<file path="src/rtl/axis_frame_generator_if.sv">
// rtl/axis_frame_generator_if.sv - AXI-Stream style link between the frame generator and a stream slave
interface axis_frame_generator_if #(
  parameter int DATA_WIDTH = 32
);
  localparam int BYTES = DATA_WIDTH / 8;

  logic [DATA_WIDTH-1:0] tdata;
  logic                  tvalid;
  logic                  tready;
  logic                  tlast;
  logic [BYTES-1:0]      tkeep;

  modport master (output tdata, output tvalid, output tlast, output tkeep, input tready);
  modport slave  (input tdata, input tvalid, input tlast, input tkeep, output tready);
endinterface

</file>
<file path="src/rtl/axis_frame_generator.sv">
// rtl/axis_frame_generator.sv - burst generator of framed ramp traffic with registered AXIS outputs
module axis_frame_generator #(
  parameter int DATA_WIDTH = 32,
  parameter int LEN_WIDTH  = 16,
  parameter int GAP_WIDTH  = 8
) (
  input  logic                  clk,
  input  logic                  rst_n,
  input  logic                  cfg_start,
  input  logic                  cfg_stop,
  input  logic [LEN_WIDTH-1:0]  cfg_byte_len,
  input  logic [15:0]           cfg_num_frames,
  input  logic [GAP_WIDTH-1:0]  cfg_gap,
  input  logic [DATA_WIDTH-1:0] cfg_seed,
  input  logic [DATA_WIDTH-1:0] cfg_step,
  axis_frame_generator_if.master m_axis,
  output logic                  sts_busy,
  output logic                  sts_done,
  output logic [15:0]           sts_frame_cnt
);
  localparam int BYTES  = DATA_WIDTH / 8;
  localparam int BSHIFT = $clog2(BYTES);

  typedef enum logic [1:0] {S_IDLE, S_SEND, S_GAP} state_t;
  state_t state_q, state_d;

  logic [LEN_WIDTH-1:0]  beats_q, beats_d;          // beats per frame of the running burst
  logic [LEN_WIDTH-1:0]  beats_left_q, beats_left_d; // beats not yet presented in this frame
  logic [BYTES-1:0]      keep_last_q, keep_last_d;
  logic [15:0]           frames_left_q, frames_left_d;
  logic [GAP_WIDTH-1:0]  gap_q, gap_d;
  logic [GAP_WIDTH-1:0]  gap_cnt_q, gap_cnt_d;
  logic [DATA_WIDTH-1:0] step_q, step_d;
  logic [DATA_WIDTH-1:0] next_data_q, next_data_d;   // value the next presented beat carries
  logic                  stop_pend_q, stop_pend_d;
  logic                  done_q, done_d;
  logic [15:0]           frame_cnt_q, frame_cnt_d;
  logic [DATA_WIDTH-1:0] tdata_q, tdata_d;
  logic                  tvalid_q, tvalid_d;
  logic                  tlast_q, tlast_d;
  logic [BYTES-1:0]      tkeep_q, tkeep_d;

  logic                  hs, last_hs, stop_now, start_ok, load;
  logic [LEN_WIDTH:0]    len_round;
  logic [LEN_WIDTH-1:0]  start_beats, len_mod, cur_beats;
  logic [BYTES-1:0]      start_keep;

  assign hs       = tvalid_q & m_axis.tready;
  assign last_hs  = hs & tlast_q;
  assign stop_now = stop_pend_q | cfg_stop;
  // A start landing on the done cycle is dropped so the new burst waits for a clean IDLE cycle.
  assign start_ok = cfg_start & ~done_q & (cfg_byte_len != '0) & (cfg_num_frames != '0);

  // Frame geometry derived from the requested byte length, latched at start.
  always_comb begin
    len_round   = {1'b0, cfg_byte_len} + (LEN_WIDTH + 1)'(BYTES - 1);
    start_beats = LEN_WIDTH'(len_round >> BSHIFT);
    len_mod     = cfg_byte_len % LEN_WIDTH'(BYTES);
    start_keep  = '0;
    for (int i = 0; i < BYTES; i++) begin
      start_keep[i] = (len_mod == '0) || (LEN_WIDTH'(i) < len_mod);
    end
  end

  // State register.
  always_ff @(posedge clk) begin
    if (!rst_n) state_q <= S_IDLE;
    else        state_q <= state_d;
  end

  // Next-state decision: frames are only ever left on their tlast handshake.
  always_comb begin
    state_d = state_q;
    case (state_q)
      S_IDLE: if (start_ok) state_d = S_SEND;
      S_SEND: begin
        if (last_hs) begin
          if ((frames_left_q == 16'd1) || stop_now) state_d = S_IDLE;
          else if (gap_q != '0)                     state_d = S_GAP;
          else                                      state_d = S_SEND;
        end
      end
      S_GAP: begin
        if (stop_now)                 state_d = S_IDLE;
        else if (gap_cnt_q == 'd1)    state_d = S_SEND;
      end
      default: state_d = S_IDLE;
    endcase
  end

  // Output and datapath next values; a beat is loaded whenever the output slot is empty or drains.
  always_comb begin
    beats_d       = beats_q;
    beats_left_d  = beats_left_q;
    keep_last_d   = keep_last_q;
    frames_left_d = frames_left_q;
    gap_d         = gap_q;
    gap_cnt_d     = gap_cnt_q;
    step_d        = step_q;
    next_data_d   = next_data_q;
    frame_cnt_d   = frame_cnt_q;
    tdata_d       = tdata_q;
    tvalid_d      = tvalid_q;
    tlast_d       = tlast_q;
    tkeep_d       = tkeep_q;
    load          = 1'b0;
    cur_beats     = beats_left_q;
    case (state_q)
      S_IDLE: begin
        if (start_ok) begin
          beats_d       = start_beats;
          beats_left_d  = start_beats;
          keep_last_d   = start_keep;
          frames_left_d = cfg_num_frames;
          gap_d         = cfg_gap;
          step_d        = cfg_step;
          next_data_d   = cfg_seed;
          frame_cnt_d   = '0;
          tvalid_d      = 1'b0;
        end
      end
      S_SEND: begin
        if (last_hs) begin
          frame_cnt_d   = frame_cnt_q + 16'd1;
          frames_left_d = frames_left_q - 16'd1;
          tvalid_d      = 1'b0;
          tlast_d       = 1'b0;
          if (state_d == S_SEND) begin
            load      = 1'b1;
            cur_beats = beats_q;
          end else if (state_d == S_GAP) begin
            gap_cnt_d = gap_q;
          end
        end else if ((!tvalid_q || hs) && (beats_left_q != '0)) begin
          load = 1'b1;
        end
      end
      S_GAP: begin
        gap_cnt_d = gap_cnt_q - 1'b1;
        if (state_d == S_SEND) begin
          load      = 1'b1;
          cur_beats = beats_q;
        end
      end
      default: ;
    endcase
    if (load) begin
      tvalid_d     = 1'b1;
      tdata_d      = next_data_q;
      next_data_d  = next_data_q + step_q;
      tlast_d      = (cur_beats == 'd1);
      tkeep_d      = (cur_beats == 'd1) ? keep_last_q : '1;
      beats_left_d = cur_beats - 1'b1;
    end
    stop_pend_d = stop_pend_q;
    if (state_d == S_IDLE)                   stop_pend_d = 1'b0;
    else if (cfg_stop && state_q != S_IDLE)  stop_pend_d = 1'b1;
    done_d = (state_q != S_IDLE) && (state_d == S_IDLE);
  end

  // Datapath and output registers.
  always_ff @(posedge clk) begin
    if (!rst_n) begin
      beats_q       <= '0;
      beats_left_q  <= '0;
      keep_last_q   <= '0;
      frames_left_q <= '0;
      gap_q         <= '0;
      gap_cnt_q     <= '0;
      step_q        <= '0;
      next_data_q   <= '0;
      stop_pend_q   <= 1'b0;
      done_q        <= 1'b0;
      frame_cnt_q   <= '0;
      tdata_q       <= '0;
      tvalid_q      <= 1'b0;
      tlast_q       <= 1'b0;
      tkeep_q       <= '0;
    end else begin
      beats_q       <= beats_d;
      beats_left_q  <= beats_left_d;
      keep_last_q   <= keep_last_d;
      frames_left_q <= frames_left_d;
      gap_q         <= gap_d;
      gap_cnt_q     <= gap_cnt_d;
      step_q        <= step_d;
      next_data_q   <= next_data_d;
      stop_pend_q   <= stop_pend_d;
      done_q        <= done_d;
      frame_cnt_q   <= frame_cnt_d;
      tdata_q       <= tdata_d;
      tvalid_q      <= tvalid_d;
      tlast_q       <= tlast_d;
      tkeep_q       <= tkeep_d;
    end
  end

  assign m_axis.tdata  = tdata_q;
  assign m_axis.tvalid = tvalid_q;
  assign m_axis.tlast  = tlast_q;
  assign m_axis.tkeep  = tkeep_q;
  assign sts_busy      = (state_q != S_IDLE);
  assign sts_done      = done_q;
  assign sts_frame_cnt = frame_cnt_q;
endmodule

</file>
<file path="src/flat_wrapper.sv">
// flat-port wrapper written by rule: the top's interface ports become plain ports
module axis_frame_generator_flat 
#(
  parameter int DATA_WIDTH = 32,
  parameter int LEN_WIDTH  = 16,
  parameter int GAP_WIDTH  = 8
)
  (clk, rst_n, cfg_start, cfg_stop, cfg_byte_len, cfg_num_frames, cfg_gap, cfg_seed, cfg_step, sts_busy, sts_done, sts_frame_cnt, m_axis_tdata, m_axis_tvalid, m_axis_tlast, m_axis_tkeep, m_axis_tready);
  axis_frame_generator_if #(.DATA_WIDTH(DATA_WIDTH)) m_axis_i ();
  input  logic clk;
  input  logic rst_n;
  input  logic cfg_start;
  input  logic cfg_stop;
  input  logic [LEN_WIDTH-1:0] cfg_byte_len;
  input  logic [15:0] cfg_num_frames;
  input  logic [GAP_WIDTH-1:0] cfg_gap;
  input  logic [DATA_WIDTH-1:0] cfg_seed;
  input  logic [DATA_WIDTH-1:0] cfg_step;
  output logic sts_busy;
  output logic sts_done;
  output logic [15:0] sts_frame_cnt;
  output wire logic [$bits(m_axis_i.tdata)-1:0] m_axis_tdata;
  output wire logic [$bits(m_axis_i.tvalid)-1:0] m_axis_tvalid;
  output wire logic [$bits(m_axis_i.tlast)-1:0] m_axis_tlast;
  output wire logic [$bits(m_axis_i.tkeep)-1:0] m_axis_tkeep;
  input wire logic [$bits(m_axis_i.tready)-1:0] m_axis_tready;
  assign m_axis_tdata = m_axis_i.tdata;
  assign m_axis_tvalid = m_axis_i.tvalid;
  assign m_axis_tlast = m_axis_i.tlast;
  assign m_axis_tkeep = m_axis_i.tkeep;
  assign m_axis_i.tready = m_axis_tready;
  axis_frame_generator #(.DATA_WIDTH(DATA_WIDTH), .LEN_WIDTH(LEN_WIDTH), .GAP_WIDTH(GAP_WIDTH)) u_core (.clk(clk), .rst_n(rst_n), .cfg_start(cfg_start), .cfg_stop(cfg_stop), .cfg_byte_len(cfg_byte_len), .cfg_num_frames(cfg_num_frames), .cfg_gap(cfg_gap), .cfg_seed(cfg_seed), .cfg_step(cfg_step), .m_axis(m_axis_i), .sts_busy(sts_busy), .sts_done(sts_done), .sts_frame_cnt(sts_frame_cnt));
endmodule
</file>
<file path="config.mk">
export PLATFORM = sky130hd
export DESIGN_NAME = axis_frame_generator_flat
export DESIGN_NICKNAME = d
export VERILOG_FILES = /design/src/rtl/axis_frame_generator_if.sv /design/src/rtl/axis_frame_generator.sv /design/src/flat_wrapper.sv
export SDC_FILE = /design/constraint.sdc
export NUM_CORES = 1
export LEC_CHECK = 0
export CORE_MARGIN = 1.5
export CORE_UTILIZATION = 59
export CTS_CLUSTER_SIZE = 30
export DETAILED_ROUTE_END_ITERATION = 16
export PLACE_DENSITY = 0.87
export REMOVE_ABC_BUFFERS = 1
export SETUP_SLACK_MARGIN = 0.4
export SKIP_CTS_REPAIR_TIMING = 1
export SYNTH_ARGS = -nofsm -noshare
export SYNTH_HDL_FRONTEND = slang
export SYNTH_SLANG_ARGS = --single-unit
</file>
<file path="constraint.sdc">
create_clock -name clk -period 7.5 [get_ports clk]
set_input_delay 1.5 -clock clk [delete_from_list [all_inputs] [get_ports clk]]
set_output_delay 1.5 -clock clk [all_outputs]
set_load 0.02 [all_outputs]
</file>
==> impl_results.md <==
- DR DRC count: 0
- Sequential share of the synthesized area: 0.360
- Pwr dens: 205 nW/um^2
- Total Routing Usage GR: 0.301
- Fillers: 1342
- Slew margin rel.: 0.212
- Reg-to-Reg Start: u_core.state_q[1]
- Fin. Hold Viols: 0
- Sequential cell area: 3780 um^2
- Startpoint Class: input port
- Initial antenna violation count: 0
- Most common cell after layout, fill and taps aside: nand2_1
- Core area: 17400 um^2
- Setup TNS: 0 ns
- CP Class: in2reg
- Post-synth ARST share: 0
- Main synth FF type: dfxtp_1
- Area grow syn2layout: 21.7%
- Design area: around 13000 um^2
- Final Cycle Share: 0.688
- Power Internal: 1.79 mW
- Largest net degree at the start of global routing: 87
- Critical Path Fanout Max: 38
- Commonest cells after routing, fill and taps aside: 283 x nand2_1, 189 x dfxtp_1, 163 x clkdlybuf4s50_1
- IO Pins: 165
- Hold/Removal Path Class: reg2reg
- Initial Utilization: 0.605
- ANT cells: 0
- #FFs+latches synth: 189
- 1st-pass router iterations: 5
- Post-detailed-placement half-perimeter wirelength: 19300 um
- CP Capture Type: flop
- Die X-Extent: 136 um
- Worst EP required: 7.80 ns
- DIE HEIGHT: 136 um
- H-tree depth: 4
- Clock Tree Buf Depth: 2
- DR iter-0 viols: 974
- Lkg Pwr: 4.86 nW
- Crit path DAT: 5.46 ns
- Clk pwr share: 0.344
- Remaining global-route overflow: 0
- Max_cap viols: 0
- Die area: 18600 um^2
- Global-route wire length before repair: 45700 um
- IO Port Bufs: between 150 and 200
- R2R depth: 14
- Sw Pwr: 833 uW
- Final net count: between 1500 and 2000
- Routability Congestion: 0.939
- Setup repair after global routing missed its margin: false
- Post-Place Cell Area: 12200 um^2
- Vias per cell: 6.14
- Final setup viols: 0
- Footprint of the multi-input gates: 6330 um^2
- Final Skew: 0.00877 ns
- Clock Sinks: around 190
- Yosys cell types: a little under 90
- Number of global-route vias before repair: 9765
- Post-synth EDFFs: 0
- Worst-skew pair later-pin latency: about 0.44 ns
- CTS root buffer: clkbuf_16
- DR vias: about 11000
- Wirelength per Cell: 16.5 um
- Min-Delay Path Depth: 2
- Fin. max-slew vios: 0
- Row cnt: 48
- Fmax: 194 MHz
- Share of cells above drive strength 1: 0.0544
- Mean post-synth cell area: 7.74 um^2
- Status: completed
- Peak VDD IR: roughly 0.19 mV
- Logic pwr share: 0.224
- Worst hold endpoint: u_core.m_axis.tdata[28]
- Slew @ Worst Pin: between 1 and 1.5 ns
- Sequential share of power: 0.432
- Cell Area, Synth: 10500 um^2
- Total Wirelength: 28200 um
- Post-route ant nets: 0
- Synthesis warning total: 0
- TritonCTS buffer count: 17
- Switching share of total power: 0.318
- Hold path start: u_core.m_axis.tdata[28]
- CTS clk-pin slew, worst paths: 0.07 ns
- Cells after Synth: roughly 1400
- Crit Reg-Reg Endpoint: u_core.beats_left_q[14]
- Final core occ: 0.737
- Reg-to-reg setup timing slack: 2.90 ns
- CTS tree: built
- Final Critical Period: between 5 and 6 ns
-- worst max path at each step --
stage                          from  cells past startpoint  slack [ns]                      end
finish              cfg_byte_len[0]                     15        2.34   u_core.beats_left_q[8]
global route        cfg_byte_len[0]                     15        2.07   u_core.beats_left_q[8]
floorplan           cfg_byte_len[0]                     11        0.77  u_core.beats_left_q[14]
global placement    cfg_byte_len[0]                     15        2.17  u_core.beats_left_q[14]
CTS                 cfg_byte_len[0]                     15        2.40  u_core.beats_left_q[10]
detailed placement  cfg_byte_len[0]                     15        1.97  u_core.beats_left_q[10]
-- metal layers --
metal / track usage / routed length, um
met5: 0 / 0
met1: 0.392 / 12200
met3: 0.0649 / 2350
met2: 0.484 / 13000
met4: 0.122 / 657
-- layout make-up --
class	count	area share
inverters	32	0.00959
clock buffers	17	0.0333
well taps	225	0.0220
repair buffers	172	0.133
multi-input cells	1063	0.495
flip-flops and latches	189	0.296
clock inverters	15	0.0122
-- power groups by stage --
stage | Sequential (mW) | Clock (mW) | Combinational (mW)
floorplan | 1.14 | 0 | 0.396
global placement | 1.15 | 0 | 0.558
detailed placement | 1.15 | 0 | 0.573
CTS | 1.13 | 0.906 | 0.580
global route | 1.14 | 0.944 | 0.647
finish | 1.13 | 0.902 | 0.587
-- Yosys cell counts, drive strengths merged, types with 4 or more instances --
library cell  number  area share
a211oi            17       0.012
a21o              12      0.0086
a21oi            151       0.072
a221oi             4      0.0033
a22o               4      0.0033
a22oi             13      0.0098
a311oi            22       0.019
a31oi             14       0.011
and2               7      0.0042
and3              20       0.012
buf               18      0.0090
clkbuf            56       0.020
dfxtp            189        0.36
ha                45       0.054
inv               30       0.011
mux2i              4      0.0038
nand2            285        0.10
nand2b             6      0.0036
nand3             31       0.015
nand4             16       0.011
nor2             120       0.043
nor2b              6      0.0036
nor3              27       0.013
nor3b              6      0.0043
nor4              15       0.014
o2111ai            9      0.0075
o211ai             9      0.0064
o21a              13      0.0094
o21ai             60       0.030
o21bai             5      0.0036
o221a              9       0.010
o22a               5      0.0042
o22ai              6      0.0036
o31ai              7      0.0064
or3                9      0.0054
or4                5      0.0036
xnor2             27       0.023
xor2              24       0.020
-- per-stage QoR --
stage                     setup slack, ns  instances  hold WS (ns)  power (mW)
after CTS                            2.40       1713         0.457        2.62
after global placement               2.17       1681         0.437        1.71
after floorplan                     0.769       1284         0.436        1.54
after global routing                 2.07       1713         0.465        2.73
after detailed placement             1.97       1681         0.443        1.73
final                                2.34       1713         0.453        2.62
-- kinds of logic (layout without fill, tap and decap cells) --
kind of cell               Yosys count  count (layout)  synth area share
adders and majority gates           46              46            0.0555
DFF                                189             189             0.360
xor gates and xnor gates            51              51            0.0425
muxes                                5               5           0.00488
AOI/OAI and AO/OA                  393             393             0.249
and+or+nand+nor                    568             568             0.248
buffers and inverters              106             236            0.0405
-- worst max-delay path, stage by stage --
cell	delay [ns]
clkdlybuf4s50_1	0.47
inv_1	0.10
ha_1	0.26
nor4b_2	0.22
nand4_1	0.34
and3_4	0.45
o31ai_2	0.47
o21a_1	0.53
a22o_1	0.26
inv_1	0.06
ha_1	0.22
o221a_4	0.16
nand2_4	0.10
xor2_1	0.20
o32ai_1	0.12
-- registers in the layout, summed over array words and instances (netlist names) --
| register | flops |
|---|---|
| u_core.m_axis.tdata | 32 |
| u_core.m_axis.tvalid | 1 |
| u_core.keep_last_q | 4 |
| u_core.stop_pend_q | 1 |
| u_core.state_q | 2 |
| u_core.step_q | 32 |
| u_core.frames_left_q | 16 |
| u_core.next_data_q | 32 |
| u_core.gap_cnt_q | 8 |
| u_core.gap_q | 8 |
| u_core.m_axis.tkeep | 4 |
| u_core.beats_q | 15 |
| u_core.m_axis.tlast | 1 |
| u_core.beats_left_q | 16 |
| u_core.sts_frame_cnt | 16 |
| u_core.sts_done | 1 |
No activity file was read; power rests on OpenSTA's default activity.
